**src/rtl/keypad_if.sv**
```systemverilog
// Keypad scanner board-side and key-event signals.
// slave is the scanner; master is the board/consumer side.
interface keypad_if;
  logic [3:0] col_n;
  logic [3:0] row_n;
  logic [3:0] key_code;
  logic       key_valid;
  logic       key_down;

  modport master (
    output col_n,
    input  row_n,
    input  key_code,
    input  key_valid,
    input  key_down
  );

  modport slave (
    input  col_n,
    output row_n,
    output key_code,
    output key_valid,
    output key_down
  );
endinterface

```
**src/rtl/keypad_scan.sv**
```systemverilog
// 4x4 matrix keypad scanner with whole-scan debounce.
// Reports one hex code per press, with 2-key lockout.
module keypad_scan #(
  parameter int SCAN_DIV       = 10000,
  parameter int DEBOUNCE_SCANS = 4
) (
  input  logic     clk,
  input  logic     rst,
  keypad_if.slave  kp
);

  localparam int DW = $clog2(SCAN_DIV);
  localparam int AW = $clog2(DEBOUNCE_SCANS + 1);
  localparam logic [DW-1:0] DIV_LAST  = DW'(SCAN_DIV - 1);
  localparam logic [AW-1:0] AGREE_MAX = AW'(DEBOUNCE_SCANS);

  typedef enum logic {
    IDLE,
    PRESSED
  } state_t;

  logic [3:0]    col_m;
  logic [3:0]    col_q;
  logic [3:0]    col_s;
  logic [DW-1:0] div;
  logic [1:0]    row;
  logic [3:0]    row_n_q;
  logic [15:0]   snap;
  logic [15:0]   prev;
  logic [15:0]   deb;
  logic [15:0]   s_full;
  logic [AW-1:0] agree;
  logic [AW-1:0] agree_nxt;
  logic          sample;
  logic          scan_end;
  state_t        state;
  logic [3:0]    code_q;
  logic          valid_q;
  logic          down_q;

  function automatic logic [3:0] lowest(input logic [15:0] v);
    lowest = '0;
    for (int i = 15; i >= 0; i--) begin
      if (v[i]) lowest = 4'(i);
    end
  endfunction

  assign col_s    = ~col_q;
  assign sample   = (div == DIV_LAST);
  assign scan_end = sample && (row == 2'd3);
  assign s_full   = {col_s, snap[11:0]};

  always_comb begin
    agree_nxt = agree;
    if (s_full != prev) begin
      agree_nxt = AW'(1);
    end else if (agree != AGREE_MAX) begin
      agree_nxt = agree + AW'(1);
    end
  end

  always_ff @(posedge clk or posedge rst) begin
    if (rst) begin
      col_m <= 4'hF;
      col_q <= 4'hF;
    end else begin
      col_m <= kp.col_n;
      col_q <= col_m;
    end
  end

  always_ff @(posedge clk or posedge rst) begin
    if (rst) begin
      div     <= '0;
      row     <= '0;
      row_n_q <= 4'b1110;
      snap    <= '0;
      prev    <= '0;
      agree   <= AGREE_MAX;
      deb     <= '0;
    end else if (sample) begin
      div     <= '0;
      row     <= row + 2'd1;
      row_n_q <= ~(4'b0001 << (row + 2'd1));
      snap[{row, 2'b00} +: 4] <= col_s;
      if (scan_end) begin
        prev  <= s_full;
        agree <= agree_nxt;
        if (agree_nxt == AGREE_MAX) deb <= s_full;
      end
    end else begin
      div <= div + DW'(1);
    end
  end

  // Lockout: while PRESSED, only a full release returns to IDLE
  always_ff @(posedge clk or posedge rst) begin
    if (rst) begin
      state   <= IDLE;
      code_q  <= '0;
      valid_q <= 1'b0;
      down_q  <= 1'b0;
    end else begin
      valid_q <= 1'b0;
      unique case (state)
        IDLE: begin
          if (deb != '0) begin
            state   <= PRESSED;
            code_q  <= lowest(deb);
            valid_q <= 1'b1;
            down_q  <= 1'b1;
          end
        end
        PRESSED: begin
          if (deb == '0) begin
            state  <= IDLE;
            down_q <= 1'b0;
          end
        end
        default: begin
          state  <= IDLE;
          down_q <= 1'b0;
        end
      endcase
    end
  end

  assign kp.row_n     = row_n_q;
  assign kp.key_code  = code_q;
  assign kp.key_valid = valid_q;
  assign kp.key_down  = down_q;

endmodule

```
**src/flat_wrapper.sv**
```systemverilog
// flat-port wrapper written by rule: the top's interface ports become plain ports
module keypad_scan_flat 
#(
  parameter int SCAN_DIV       = 10000,
  parameter int DEBOUNCE_SCANS = 4
)
  (clk, rst, kp_col_n, kp_row_n, kp_key_code, kp_key_valid, kp_key_down);
  keypad_if kp_i ();
  input  logic clk;
  input  logic rst;
  input wire logic [$bits(kp_i.col_n)-1:0] kp_col_n;
  output wire logic [$bits(kp_i.row_n)-1:0] kp_row_n;
  output wire logic [$bits(kp_i.key_code)-1:0] kp_key_code;
  output wire logic [$bits(kp_i.key_valid)-1:0] kp_key_valid;
  output wire logic [$bits(kp_i.key_down)-1:0] kp_key_down;
  assign kp_i.col_n = kp_col_n;
  assign kp_row_n = kp_i.row_n;
  assign kp_key_code = kp_i.key_code;
  assign kp_key_valid = kp_i.key_valid;
  assign kp_key_down = kp_i.key_down;
  keypad_scan #(.SCAN_DIV(SCAN_DIV), .DEBOUNCE_SCANS(DEBOUNCE_SCANS)) u_core (.clk(clk), .rst(rst), .kp(kp_i));
endmodule
```
**config.mk**
```make
export PLATFORM = sky130hd
export DESIGN_NAME = keypad_scan_flat
export DESIGN_NICKNAME = d
export VERILOG_FILES = /design/src/rtl/keypad_if.sv /design/src/rtl/keypad_scan.sv /design/src/flat_wrapper.sv
export SDC_FILE = /design/constraint.sdc
export NUM_CORES = 1
export LEC_CHECK = 0
export CAP_MARGIN = 30
export CORE_MARGIN = 4
export CORE_UTILIZATION = 45
export CTS_CLUSTER_DIAMETER = 100
export CTS_CLUSTER_SIZE = 8
export DETAILED_ROUTE_END_ITERATION = 10
export GPL_TIMING_DRIVEN = 1
export PLACE_DENSITY = 0.67
export SLEW_MARGIN = 20
export SYNTH_ARGS = -nofsm -noshare
export SYNTH_HDL_FRONTEND = slang
export SYNTH_SLANG_ARGS = --single-unit
export TNS_END_PERCENT = 10
```
**constraint.sdc**
```tcl
create_clock -name clk -period 7.33 [get_ports clk]
set_input_delay 1.466 -clock clk [delete_from_list [all_inputs] [get_ports clk]]
set_output_delay 1.466 -clock clk [all_outputs]
set_load 0.02 [all_outputs]
```
======== Word level (Yosys, flattened, before mapping) ========
Cells that the tools add are included.
Widths: inputs -> output; s select.
storage, ports and cells
  bits in registers ....................... 86
  output and inout port bits .............. 10
  word-level logic and storage cells ...... 64
cells by class
  add/sub/neg operators ................... 4
  equality and inequality tests ........... 7
  shift operators ......................... 3
  multiplexer cells ....................... 27
  bitwise operators ....................... 3
  reduce and logical (&&, ||, !) cells .... 7
operator list
  operator                number
  $mux 4                  16
  $bwmux 16               1
  $logic_not 16->1        1
  $ne 16x16->1            1
  $reduce_bool 16->1      1
  $shift 4x6->16 const A  1
  $shiftx 4x6->16         1
  $add 14x1->14 const B   1
  $eq 14x14->1 const B    1
  $mux 14                 1
  $not 4->4               2
  $mux 3                  2
  $neg 4->6               1
  $reduce_and 2->1        3
  $mux 1                  5
  $pmux 1 s2              2
  $shl 1x2->4 const A     1
  $add 3x1->3 const B     1
  $eq 3x3->1 const B      1
  $ne 3x3->1 const B      1
  $reduce_and 3->1        1
  $add 2x1->2 const B     1
  $eq 2x2->1 const B      1
  $ne 2x1->1 const B      1
  3 further kinds         3

======== Logic depth before layout (Yosys ltp) ========
  depth after elaboration ................. 16
  mapped depth ............................ 10

======== Least setup slack after synthesis ========
Ideal clock, no wire load.
  path type ............................... register -> register
  start point ............................. register u_core.div[12]
  end point ............................... register u_core.deb[3]
  setup time .............................. 0.128 ns
  data arrival time ....................... 2.210 ns
  required time ........................... 7.202 ns
  path slack .............................. 4.992 ns
  stages on the path, launching flop included .. 7
  cells stage by stage .................... dfrtp_1 or4b_4 nor4_4 nand2_4 nor4_4 buf_6 mux2_1
on the way
  cells in the longest elaborated chain, start to end .. 3
RTL lines
  what                                   line               RTL
  start, declared                        keypad_scan.sv:25  logic [DW-1:0] div;
  start signal, assigned                 keypad_scan.sv:92  div <= div + DW'(1);
  $eq 14x14->1 (*)                       keypad_scan.sv:49  assign sample = (div == DIV_LAST);
  $logic_and 1x1->1                      keypad_scan.sv:50  assign scan_end = sample && (row == 2'd3);
  $reduce_and 3->1 (no source line) (*)  --
  end signal, assigned                   keypad_scan.sv:89  if (agree_nxt == AGREE_MAX) deb <= s_full;
  end, declared                          keypad_scan.sv:30  logic [15:0] deb;
Mark *: on every way between the ends. The rest lies on a longest branch, timed or not.
A chain may end at the register's enable or synchronous reset.

======== Final worst setup path ========
  start point ............................. register u_core.row_n_q[3], in the netlist u_core.kp.row_n[3]
  end point ............................... output kp_row_n[3]
RTL lines
  what                    line                RTL
  start, declared         keypad_scan.sv:27   logic [3:0] row_n_q;
  start signal, assigned  keypad_scan.sv:84   row_n_q <= ~(4'b0001 << (row + 2'd1));
  end, declared           flat_wrapper.sv:12  output wire logic [$bits(kp_i.row_n)-1:0] kp_row_n;
No word-level cell between the ends.

==> results.md <==
* Crit path max-delay family: buffers and inverters
* Clock Skews at 0.0127 ns
* Synthesized Nets at 323
* PD cells at 208 nW/um2
* Hpwl dp at 4440 um
* Initial Util at 0.465
* Post-synth top area share at 0.485
* Most common cell after layout, fill and taps aside: dfrtp_1
* Antenna violations before repair at 0
* Most frequent cells in the layout: 70 x dfrtp_1, 33 x nand2_1, 23 x nor2_1
* Largest net degree at the start of global routing at 55
* Worst path arrival time at 1.48 ns
* Status: complete, no violations
* Gate Count Post-Synth at 308
* Tot GR Track Use at 0.148
* WL/cell at 14.7 um
* Avg Cell Area, Syn at 11.7 um2
* Crit path cell chain: clkdlybuf4s50_1
* Via density at 5.11
* Synth Area in Simple Gates at 0.130
* Post-route setup slack at 4.38 ns
* Core area at 7770 um2
* First-pass GRT wire length at 11100 um
* Post-CTS Setup Bufs at 0
* Mapped Area at 3610 um2
* Critical setup path kind: flip-flop to output pin
* Tcrit/Tclk final at 0.402
* Layout cells sized above 1 at 0.163
* Largest area contributor in the netlist: dfrtp_1
* Worst Path Max Fanout at 2
* Number of hold buffers added after cts at 0
* Area contributors post-synth: dfrtp_1 49%, dfstp_2 8.7%, mux2_2 5.9%
* Setup violations, final at 0
* Vias at 2242
* Initial DRC count at 88
* Main combinational cell family by area after synthesis: simple AND/OR/NAND/NOR gates
* Mux contribution to synthesized area at 0.0974
* Netlist cell types at 38
* CTS max path bufs at 2
* Ys Warns at 0
* DR DRC count at 0
* Leakage power at 1.96 nW
* Buf/Inv on CP at 1
* Setup TNS Final at 0 ns
* Die Width at 97.6 um
* Die area at 9520 um2
* Nets@finish at 347
* Io pins at 16
* R2R depth at 6
* CTS HTree Levels at 3
* RSZ-0062 raised after global routing: no
* Die Span Y at 97.6 um
* Reg clk slew, reported paths at 0.08 ns
* Crit-path slowest cell: clkdlybuf4s50_1
* CTS tree: built
* Minimum clock period at 2.95 ns
* Input/output buffers at 15
* Skew-Pair Late Insertion Delay at 0.35 ns
* Worst-Margin Slew at 0.601 ns
* Vias in the first global route at 2205
* CP Depth at 1
* #FFs+latches synth at 82
* Row cnt at 32
* Slowest stage delay, CP at 0.60 ns
* Register area share after synthesis at 0.572
* Antenna viol nets, final at 0
* Worst hold path class: flip-flop to flip-flop
* Max_cap viols at 0
* Routability cong. at 0.795
* DP Worst Slack at 4.65 ns
* Clock root cell: clkbuf_8
* Worst vdd ir at 0.130 mV
* Hold path cells at 0
* Resized cells post-CTS at 0
* Endpoints failing hold at 0
* CP endpoint kind: output pin
* DRT Wirelength at 6470 um
* Clock sink count at 82
* CP required at 5.86 ns
* Adder-cell share of the synthesized area at 0.0312
* Fmax at 339 MHz
* # diodes at 0
* CP Launch Type: flip-flop
* Num CTS Buffers at 9
* GR Overflow Total at 0
* Complex-gate fraction of the synthesized area at 0.0700
* Area growth syn-to-layout at 14.9%
* Synth Area in XOR/XNOR at 0.0703
* DR pass1 iterations at 4
* Relative slew slack at 0.596
* Fin. max-slew vios at 0
-- metrics by stage --
step           power, mW  std cells  hold slack (ns)   util  instance area, um2
6_report           0.861        439            0.358  0.534                4150
5_1_grt            0.892        439            0.361  0.534                4150
4_1_cts            0.873        439            0.359  0.534                4150
3_5_place_dp       0.484        423            0.347  0.504                3910
3_3_place_gp       0.482        421            0.346  0.499                3870
2_1_floorplan      0.475        308            0.345      -                3610
-- kinds of logic (layout without fill, tap and decap cells) --
logic type	count (synthesis)	in the layout
and+or+nand+nor	91	91
DFF	82	82
AOI/OAI and AO/OA	40	40
muxes	32	32
xor gates and xnor gates	29	29
buffers and inverters	25	54
adders and majority gates	9	9
-- power by group --
part	leakage, nW	internal [mW]	switching, mW
Clock	0.118	0.227	0.160
Sequential	1.09	0.456	0.00299
Combinational	0.756	0.00548	0.0100
Total	1.96	0.688	0.173
-- sequential cells by signal, indices dropped and copies added (netlist names) --
name                 cells
u_core.col_m             4
u_core.kp.key_down       1
u_core.col_q             4
u_core.deb              16
u_core.row               2
u_core.kp.key_valid      1
u_core.state             1
u_core.kp.row_n          4
u_core.snap             12
u_core.kp.key_code       4
u_core.div              14
u_core.agree             3
u_core.prev             16
-- final timing paths --
path                                     from               to  slack [ns]
setup / recovery           u_core.kp.row_n[3]      kp_row_n[3]        4.38
hold / removal                u_core.col_m[3]  u_core.col_q[3]        0.36
setup reg to reg              u_core.col_q[3]   u_core.deb[10]        4.62
hold reg to reg               u_core.col_m[3]  u_core.col_q[3]        0.36
max in group asynchronous                 rst  u_core.col_m[1]        5.21
min in group asynchronous                 rst    u_core.div[1]        1.50
-- final cells by class --
type / count / area [um2]
Fill cell: 702 / 3620
Sequential cell: 82 / 2070
Multi-Input combinational cell: 201 / 1440
Timing Repair Buffer: 19 / 204
Clock buffer: 11 / 131
Tap cell: 102 / 128
Clock inverter: 5 / 104
Inverter: 19 / 72.6
-- Yosys cell counts, drive strengths merged --
library cell / instances
nand3b: 3
o2111ai: 1
nand4: 3
nand3: 10
ha: 9
mux2i: 7
and4: 1
o31ai: 13
nor4: 8
buf: 2
nor3: 2
o21a: 1
nor2b: 2
inv: 19
and3: 1
dfstp: 12
xnor2: 10
a211oi: 1
clkbuf: 4
o22ai: 1
o21ai: 13
nor2: 23
dfrtp: 70
a21o: 1
mux2: 25
a2111oi: 1
xor2: 19
a21oi: 7
nand2: 34
and2: 1
or4b: 3
o31a: 1
-- layer usage --
layer  up-vias  part of all wire  global-route usage
li1       1108                 -                   -
met1      1097              0.50               0.201
met2        29              0.46               0.225
met3         8             0.029              0.0416
met4         0             0.013              0.0596
met5         -                 0                   0
No activity file was read; power rests on OpenSTA's default activity.
